[config.mk]
export PLATFORM = sky130hd
export DESIGN_NAME = app_amem_sched
export DESIGN_NICKNAME = d
export VERILOG_FILES = /design/src/rtl/app_amem_sched.sv
export SDC_FILE = /design/constraint.sdc
export NUM_CORES = 1
export LEC_CHECK = 0
export ABC_AREA = 1
export ABC_CLOCK_PERIOD_IN_PS = 2890
export CAP_MARGIN = 25
export CELL_PAD_IN_SITES_DETAIL_PLACEMENT = 1
export CELL_PAD_IN_SITES_GLOBAL_PLACEMENT = 1
export CORE_MARGIN = 2
export CORE_UTILIZATION = 38
export DETAILED_ROUTE_END_ITERATION = 10
export PLACE_DENSITY_LB_ADDON = 0.2
export SLEW_MARGIN = 5
export SYNTH_ARGS = -nofsm -noshare
export SYNTH_HDL_FRONTEND = slang
export SYNTH_SLANG_ARGS = --single-unit
[constraint.sdc]
create_clock -name clk -period 2.89 [get_ports clk]
set_input_delay 0.289 -clock clk [delete_from_list [all_inputs] [get_ports clk]]
set_output_delay 0.289 -clock clk [all_outputs]
set_load 0.03 [all_outputs]
[src/rtl/app_amem_sched.sv]
// rtl/app_amem_sched.sv - round-robin scheduler sharing one analog memory core among APP channels
// Optional feature macro: APP_SCHED_STATS_EN adds timeout_cnt[7:0] and drop_cycles[15:0] outputs.
// Every output is a register. The output decode runs one cycle behind the FSM state, so a grant seen
// at edge k drives amem_tot high after edge k+1.

module app_amem_sched #(
  parameter int N_CH      = 4,
  parameter int DEPTH     = 16,
  parameter int FLUSH_CYC = 4
) (
  input  logic                           clk,
  input  logic                           rst,
  input  logic [N_CH-1:0]                ch_req,
  input  logic [8*N_CH-1:0]              ch_meta,
  output logic [N_CH-1:0]                ch_ack,
  output logic [N_CH-1:0]                ch_rst_init,
  input  logic [7:0]                     tot_width,
  input  logic [15:0]                    timeout_threshold,
  input  logic                           timeout_enable,
  input  logic                           flush,
  output logic                           amem_tot,
  output logic [7:0]                     amem_metadata,
  output logic                           amem_resetb_full,
  output logic                           mem_full,
  output logic [$clog2(DEPTH+1)-1:0]     evt_count,
  output logic                           busy,
  output logic                           timeout_err
`ifdef APP_SCHED_STATS_EN
  ,
  output logic [7:0]                     timeout_cnt,
  output logic [15:0]                    drop_cycles
`endif
);

  localparam int PW = (N_CH > 1) ? $clog2(N_CH) : 1;
  localparam int EW = $clog2(DEPTH+1);

  typedef enum logic [2:0] {
    S_IDLE     = 3'd0,
    S_TOT      = 3'd1,
    S_RECOVER  = 3'd2,
    S_WAIT_REL = 3'd3,
    S_FLUSH    = 3'd4
  } state_t;

  state_t            r_state;
  state_t            w_next;

  logic [PW-1:0]     r_rr_ptr;
  logic [PW-1:0]     r_win;
  logic [PW-1:0]     w_win;
  logic [PW:0]       w_idx;
  logic              w_found;
  logic [7:0]        r_tot_len;
  logic [15:0]       r_cnt;
  logic              r_flush_pend;
  logic [EW-1:0]     r_evt_count;
  logic [EW-1:0]     w_evt_inc;
  logic              r_mem_full;
  logic              r_timeout_err;
  logic [7:0]        r_meta;

  logic              w_flush_any;
  logic              w_grant;
  logic              w_tot_done;
  logic              w_released;
  logic              w_timeout;
  logic              w_to_fire;
  logic              w_flush_done;
  logic [N_CH-1:0]   w_win_onehot;

  logic              w_o_tot;
  logic [N_CH-1:0]   w_o_ack;
  logic [N_CH-1:0]   w_o_rst_init;
  logic              w_o_resetb;
  logic              w_o_busy;

  logic              r_amem_tot;
  logic [N_CH-1:0]   r_ch_ack;
  logic [N_CH-1:0]   r_ch_rst_init;
  logic              r_amem_resetb_full;
  logic              r_busy;

  // Round-robin search: first requesting channel at or above rr_ptr, wrapping to 0
  always_comb begin
    w_found = 1'b0;
    w_win   = '0;
    w_idx   = '0;
    for (int i = 0; i < N_CH; i++) begin
      w_idx = {1'b0, r_rr_ptr} + (PW+1)'(i);
      if (w_idx >= (PW+1)'(N_CH)) begin
        w_idx = w_idx - (PW+1)'(N_CH);
      end
      if (!w_found && ch_req[w_idx[PW-1:0]]) begin
        w_found = 1'b1;
        w_win   = w_idx[PW-1:0];
      end
    end
  end

  assign w_flush_any  = flush | r_flush_pend;
  assign w_grant      = w_found & ~r_mem_full;
  assign w_tot_done   = (r_cnt == (16'(r_tot_len) - 16'd1));
  assign w_released   = ~ch_req[r_win];
  assign w_timeout    = timeout_enable && (r_cnt >= timeout_threshold);
  assign w_to_fire    = (r_state == S_WAIT_REL) && !w_released && w_timeout;
  assign w_flush_done = (r_cnt == 16'(FLUSH_CYC - 1));
  assign w_win_onehot = N_CH'(1) << r_win;
  assign w_evt_inc    = (r_evt_count == EW'(DEPTH)) ? r_evt_count : r_evt_count + EW'(1);

  // FSM state register
  always_ff @(posedge clk) begin
    if (rst) begin
      r_state <= S_IDLE;
    end else begin
      r_state <= w_next;
    end
  end

  // FSM next-state logic; a pending flush beats new requests in IDLE
  always_comb begin
    w_next = r_state;
    case (r_state)
      S_IDLE: begin
        if (w_flush_any) begin
          w_next = S_FLUSH;
        end else if (w_grant) begin
          w_next = S_TOT;
        end
      end
      S_TOT: begin
        if (w_tot_done) begin
          w_next = S_RECOVER;
        end
      end
      S_RECOVER: begin
        w_next = S_WAIT_REL;
      end
      S_WAIT_REL: begin
        if (w_released || w_timeout) begin
          w_next = S_IDLE;
        end
      end
      S_FLUSH: begin
        if (w_flush_done) begin
          w_next = S_IDLE;
        end
      end
      default: begin
        w_next = S_IDLE;
      end
    endcase
  end

  // FSM output decode, registered below
  always_comb begin
    w_o_tot      = (r_state == S_TOT);
    w_o_ack      = '0;
    w_o_rst_init = '0;
    if (r_state == S_RECOVER) begin
      w_o_ack      = w_win_onehot;
      w_o_rst_init = w_win_onehot;
    end else if (w_to_fire) begin
      w_o_rst_init = w_win_onehot;
    end
    w_o_resetb = (r_state != S_FLUSH);
    w_o_busy   = (r_state != S_IDLE);
  end

  // Per-state cycle counter, restarted on every state change and saturating
  always_ff @(posedge clk) begin
    if (rst || (w_next != r_state)) begin
      r_cnt <= '0;
    end else if (r_cnt != 16'hFFFF) begin
      r_cnt <= r_cnt + 16'd1;
    end
  end

  // Grant bookkeeping, occupancy, flush request latch and sticky timeout flag
  always_ff @(posedge clk) begin
    if (rst) begin
      r_win         <= '0;
      r_meta        <= '0;
      r_tot_len     <= 8'd1;
      r_rr_ptr      <= '0;
      r_evt_count   <= '0;
      r_mem_full    <= 1'b0;
      r_timeout_err <= 1'b0;
      r_flush_pend  <= 1'b0;
    end else begin
      if ((r_state == S_IDLE) && (w_next == S_TOT)) begin
        r_win     <= w_win;
        r_meta    <= ch_meta[{w_win, 3'b000} +: 8];
        r_tot_len <= (tot_width == 8'd0) ? 8'd1 : tot_width;
      end
      if (r_state == S_RECOVER) begin
        r_evt_count <= w_evt_inc;
        r_mem_full  <= (w_evt_inc == EW'(DEPTH));
        r_rr_ptr    <= (r_win == PW'(N_CH-1)) ? '0 : r_win + PW'(1);
      end
      if (w_to_fire) begin
        r_timeout_err <= 1'b1;
      end
      if ((r_state == S_FLUSH) && w_flush_done) begin
        r_evt_count   <= '0;
        r_mem_full    <= 1'b0;
        r_timeout_err <= 1'b0;
        r_flush_pend  <= 1'b0;
      end else if (flush && (r_state != S_FLUSH)) begin
        r_flush_pend  <= 1'b1;
      end
    end
  end

  // Output registers
  always_ff @(posedge clk) begin
    if (rst) begin
      r_amem_tot         <= 1'b0;
      r_ch_ack           <= '0;
      r_ch_rst_init      <= '0;
      r_amem_resetb_full <= 1'b1;
      r_busy             <= 1'b0;
    end else begin
      r_amem_tot         <= w_o_tot;
      r_ch_ack           <= w_o_ack;
      r_ch_rst_init      <= w_o_rst_init;
      r_amem_resetb_full <= w_o_resetb;
      r_busy             <= w_o_busy;
    end
  end

  assign amem_tot         = r_amem_tot;
  assign amem_metadata    = r_meta;
  assign amem_resetb_full = r_amem_resetb_full;
  assign ch_ack           = r_ch_ack;
  assign ch_rst_init      = r_ch_rst_init;
  assign mem_full         = r_mem_full;
  assign evt_count        = r_evt_count;
  assign busy             = r_busy;
  assign timeout_err      = r_timeout_err;

`ifdef APP_SCHED_STATS_EN
  logic [7:0]  r_timeout_cnt;
  logic [15:0] r_drop_cycles;

  // Saturating counts of timeouts and of request cycles stalled by a full memory
  always_ff @(posedge clk) begin
    if (rst) begin
      r_timeout_cnt <= '0;
      r_drop_cycles <= '0;
    end else begin
      if (w_to_fire && (r_timeout_cnt != 8'hFF)) begin
        r_timeout_cnt <= r_timeout_cnt + 8'd1;
      end
      if ((r_state == S_FLUSH) && w_flush_done) begin
        r_drop_cycles <= '0;
      end else if ((|ch_req) && r_mem_full && (r_drop_cycles != 16'hFFFF)) begin
        r_drop_cycles <= r_drop_cycles + 16'd1;
      end
    end
  end

  assign timeout_cnt = r_timeout_cnt;
  assign drop_cycles = r_drop_cycles;
`endif

endmodule

==> impl_metrics.json <==
{
  "initial_core_util": 0.391,
  "clkLatencyLatePin_ps": 340,
  "setup_ws_ps": 399,
  "r2r-start": "r_rr_ptr[0]$_SDFFE_PP0P_",
  "synth.most_common_cell": "nand2_1",
  "num_rows": 37,
  "grt_pass1_wl_mm": 19.1,
  "n_antenna_cell": 0,
  "cts_root_buf": "clkbuf_8",
  "peakVddDrop_v": 0.000206,
  "cp-startpoint": "r_rr_ptr[0]$_SDFFE_PP0P_",
  "die_width_um": 107,
  "max_cap_violations": 0,
  "finalHoldViolations": 0,
  "min_from": "timeout_err$_SDFFE_PP0P_",
  "final_cells": 860,
  "ys_ff_latch": 58,
  "ys_top_cells_by_area": "dfxtp_1 29%, nand2_1 14%, inv_1 10%",
  "grt_usage": 0.206,
  "highest_layer": "met4",
  "clk_pin_slew_ps": 70,
  "dpl.hpwl_mm": 9.14,
  "start_kind": "flip-flop",
  "tns_ps": 0,
  "drtAntennaViolNets": 0,
  "dpl_worst_slack_ps": 314,
  "synthFlopType": "dfxtp_1",
  "met2_length_mm": 5.66,
  "cts_tree": "built",
  "wl_met1_mm": 5.06,
  "async_reset_ff_frac": 0,
  "wl_per_cell_um": 13.1,
  "core-area_mm2": 0.0103,
  "cts_made_buffers": 9,
  "synth_edf_count": 0,
  "synth.top_cell.area_share": 0.289,
  "period_needed_ps": 2490,
  "synth_top_cells_by_count": "153 x nand2_1, 111 x inv_1, 94 x nor2_1",
  "ys_warn_count": 0,
  "final_max_slew_viol_count": 0,
  "grt_pass1_vias": 4337,
  "drc": 0,
  "vias": 4075,
  "port_buffers": 89,
  "cts_resized": 0,
  "total_power_mw": 2.51,
  "cts-htree-levels": 3,
  "clock-sinks": 58,
  "drtIter0Drc": 106,
  "synth_nets": 715,
  "endpoint_kind": "flip-flop",
  "place_congestion": 0.830,
  "cp.required_ps": 3140,
  "yosys.area.top_type": "dfxtp_1",
  "cp_max_fo": 16,
  "yosysUniqueCellTypes": 38,
  "ys_seq_area_frac": 0.289,
  "totalWireLength_mm": 11.3,
  "place_inst": 844,
  "stdcell_area_mm2": 0.00525,
  "grt_antenna_before_repair": 0,
  "postCtsSetupBuffers": 0,
  "drive_gt1_frac": 0.0691,
  "maxSlewHeadroom": 0.535,
  "clk_path_buf_depth": 2,
  "grt_max_degree": 26,
  "syn-cell-area_mm2": 0.00401,
  "nNetsFinal": 807,
  "overflow": 0,
  "path_class": "flip-flop to flip-flop",
  "finClkSkew_ps": 13.3,
  "holdBufCountCts": 0,
  "holdCritPathClass": "flip-flop to flip-flop",
  "whs_ps": 472,
  "cp.arrival_ps": 2740,
  "place_area_mm2": 0.00502,
  "finalCritPeriodShare": 0.862,
  "drt_first_pass_iters": 4,
  "io-pin-count": 90,
  "worst_pin_slew_ps": 693,
  "syn_to_final_growth_pct": 30.7,
  "met3WireLength_um": 442,
  "rsz0062_at_grt": "false",
  "dieArea_mm2": 0.0114,
  "p_per_area_mw_per_mm2": 479,
  "syn_inst": 627,
  "avgViaCountPerCell": 4.74,
  "synth.avg_cell_area_um2": 6.40,
  "post-route-util": 0.510,
  "status": "finished, final reports clean",
  "die-height_um": 107,
  "p_leak_nw": 2.50,
  "fmax_mhz": 401,
  "finalSetupViolCount": 0
}
[worst max-delay path: stages (launching register included)]
cell	delay, ps
dfxtp_1	660
inv_2	170
nand2_1	130
nand2_1	80
o21ai_1	190
inv_1	120
nand3_1	160
nand2_1	70
nand2_1	60
nand2_1	120
nand4_1	130
nand3_2	290
nor2_1	230
[state kept, by name, summed over array words and instances (netlist names)]
signal            cells
r_rr_ptr              2
mem_full              1
timeout_err           1
r_cnt                16
evt_count             5
ch_ack                4
amem_resetb_full      1
amem_metadata         8
r_flush_pend          1
r_tot_len             8
ch_rst_init           4
r_state               3
amem_tot              1
r_win                 2
busy                  1
[layout by cell type, fill, tap and decap left out, drive strengths merged]
| cell | instances |
|---|---|
| a211oi | 4 |
| a21o | 1 |
| a21oi | 26 |
| a311oi | 1 |
| a31oi | 4 |
| buf | 4 |
| bufinv | 2 |
| clkbuf | 12 |
| clkdlybuf4s50 | 89 |
| clkinv | 2 |
| dfxtp | 58 |
| ha | 24 |
| inv | 115 |
| nand2 | 166 |
| nand3 | 41 |
| nand3b | 8 |
| nand4 | 7 |
| nor2 | 98 |
| nor3 | 18 |
| nor4 | 1 |
| o211ai | 1 |
| o21ai | 21 |
| o21bai | 1 |
| or2 | 1 |
| xnor2 | 2 |
| xor2 | 17 |
[routing by layer]
layer	global-route usage	vias up
li1	-	2137
met1	0.239	1856
met2	0.380	73
met3	0.0486	9
met4	0.0501	0
met5	0	-
[path summary, 6_finish.rpt]
check,endpoint,slack [ps],depth (start not counted)
max,r_cnt[4]$_SDFFE_PP0P_,400,12
min,timeout_err$_SDFFE_PP0P_,470,2
max reg2reg,r_cnt[4]$_SDFFE_PP0P_,400,12
min reg2reg,timeout_err$_SDFFE_PP0P_,470,2
[report_power, final]
part / switching [mW] / internal, mW / leakage, nW
Sequential: 0.0564 / 0.861 / 0.472
Clock: 0.329 / 0.533 / 0.117
Combinational: 0.434 / 0.298 / 1.92
[layout make-up]
cell class              count  area [µm²]
fillers                  1395        5030
clock buffers              12         155
well taps                 136         170
multi-input cells         442        2330
flip-flops and latches     58        1160
repair buffers             93         921
clock inverters             4        73.8
inverters                 115         432
[cell families (layout without fill, tap and decap cells)]
group           count (synthesis)  in the layout  synth area share
simple gates                  340            340             0.381
compound gates                 59             59            0.0839
flops                          58             58             0.289
xor+xnor                       19             19            0.0415
buf+inv                       127            224             0.130
fa+ha+maj                      24             24            0.0748
Note: power is estimated with default switching activity, not from simulation.
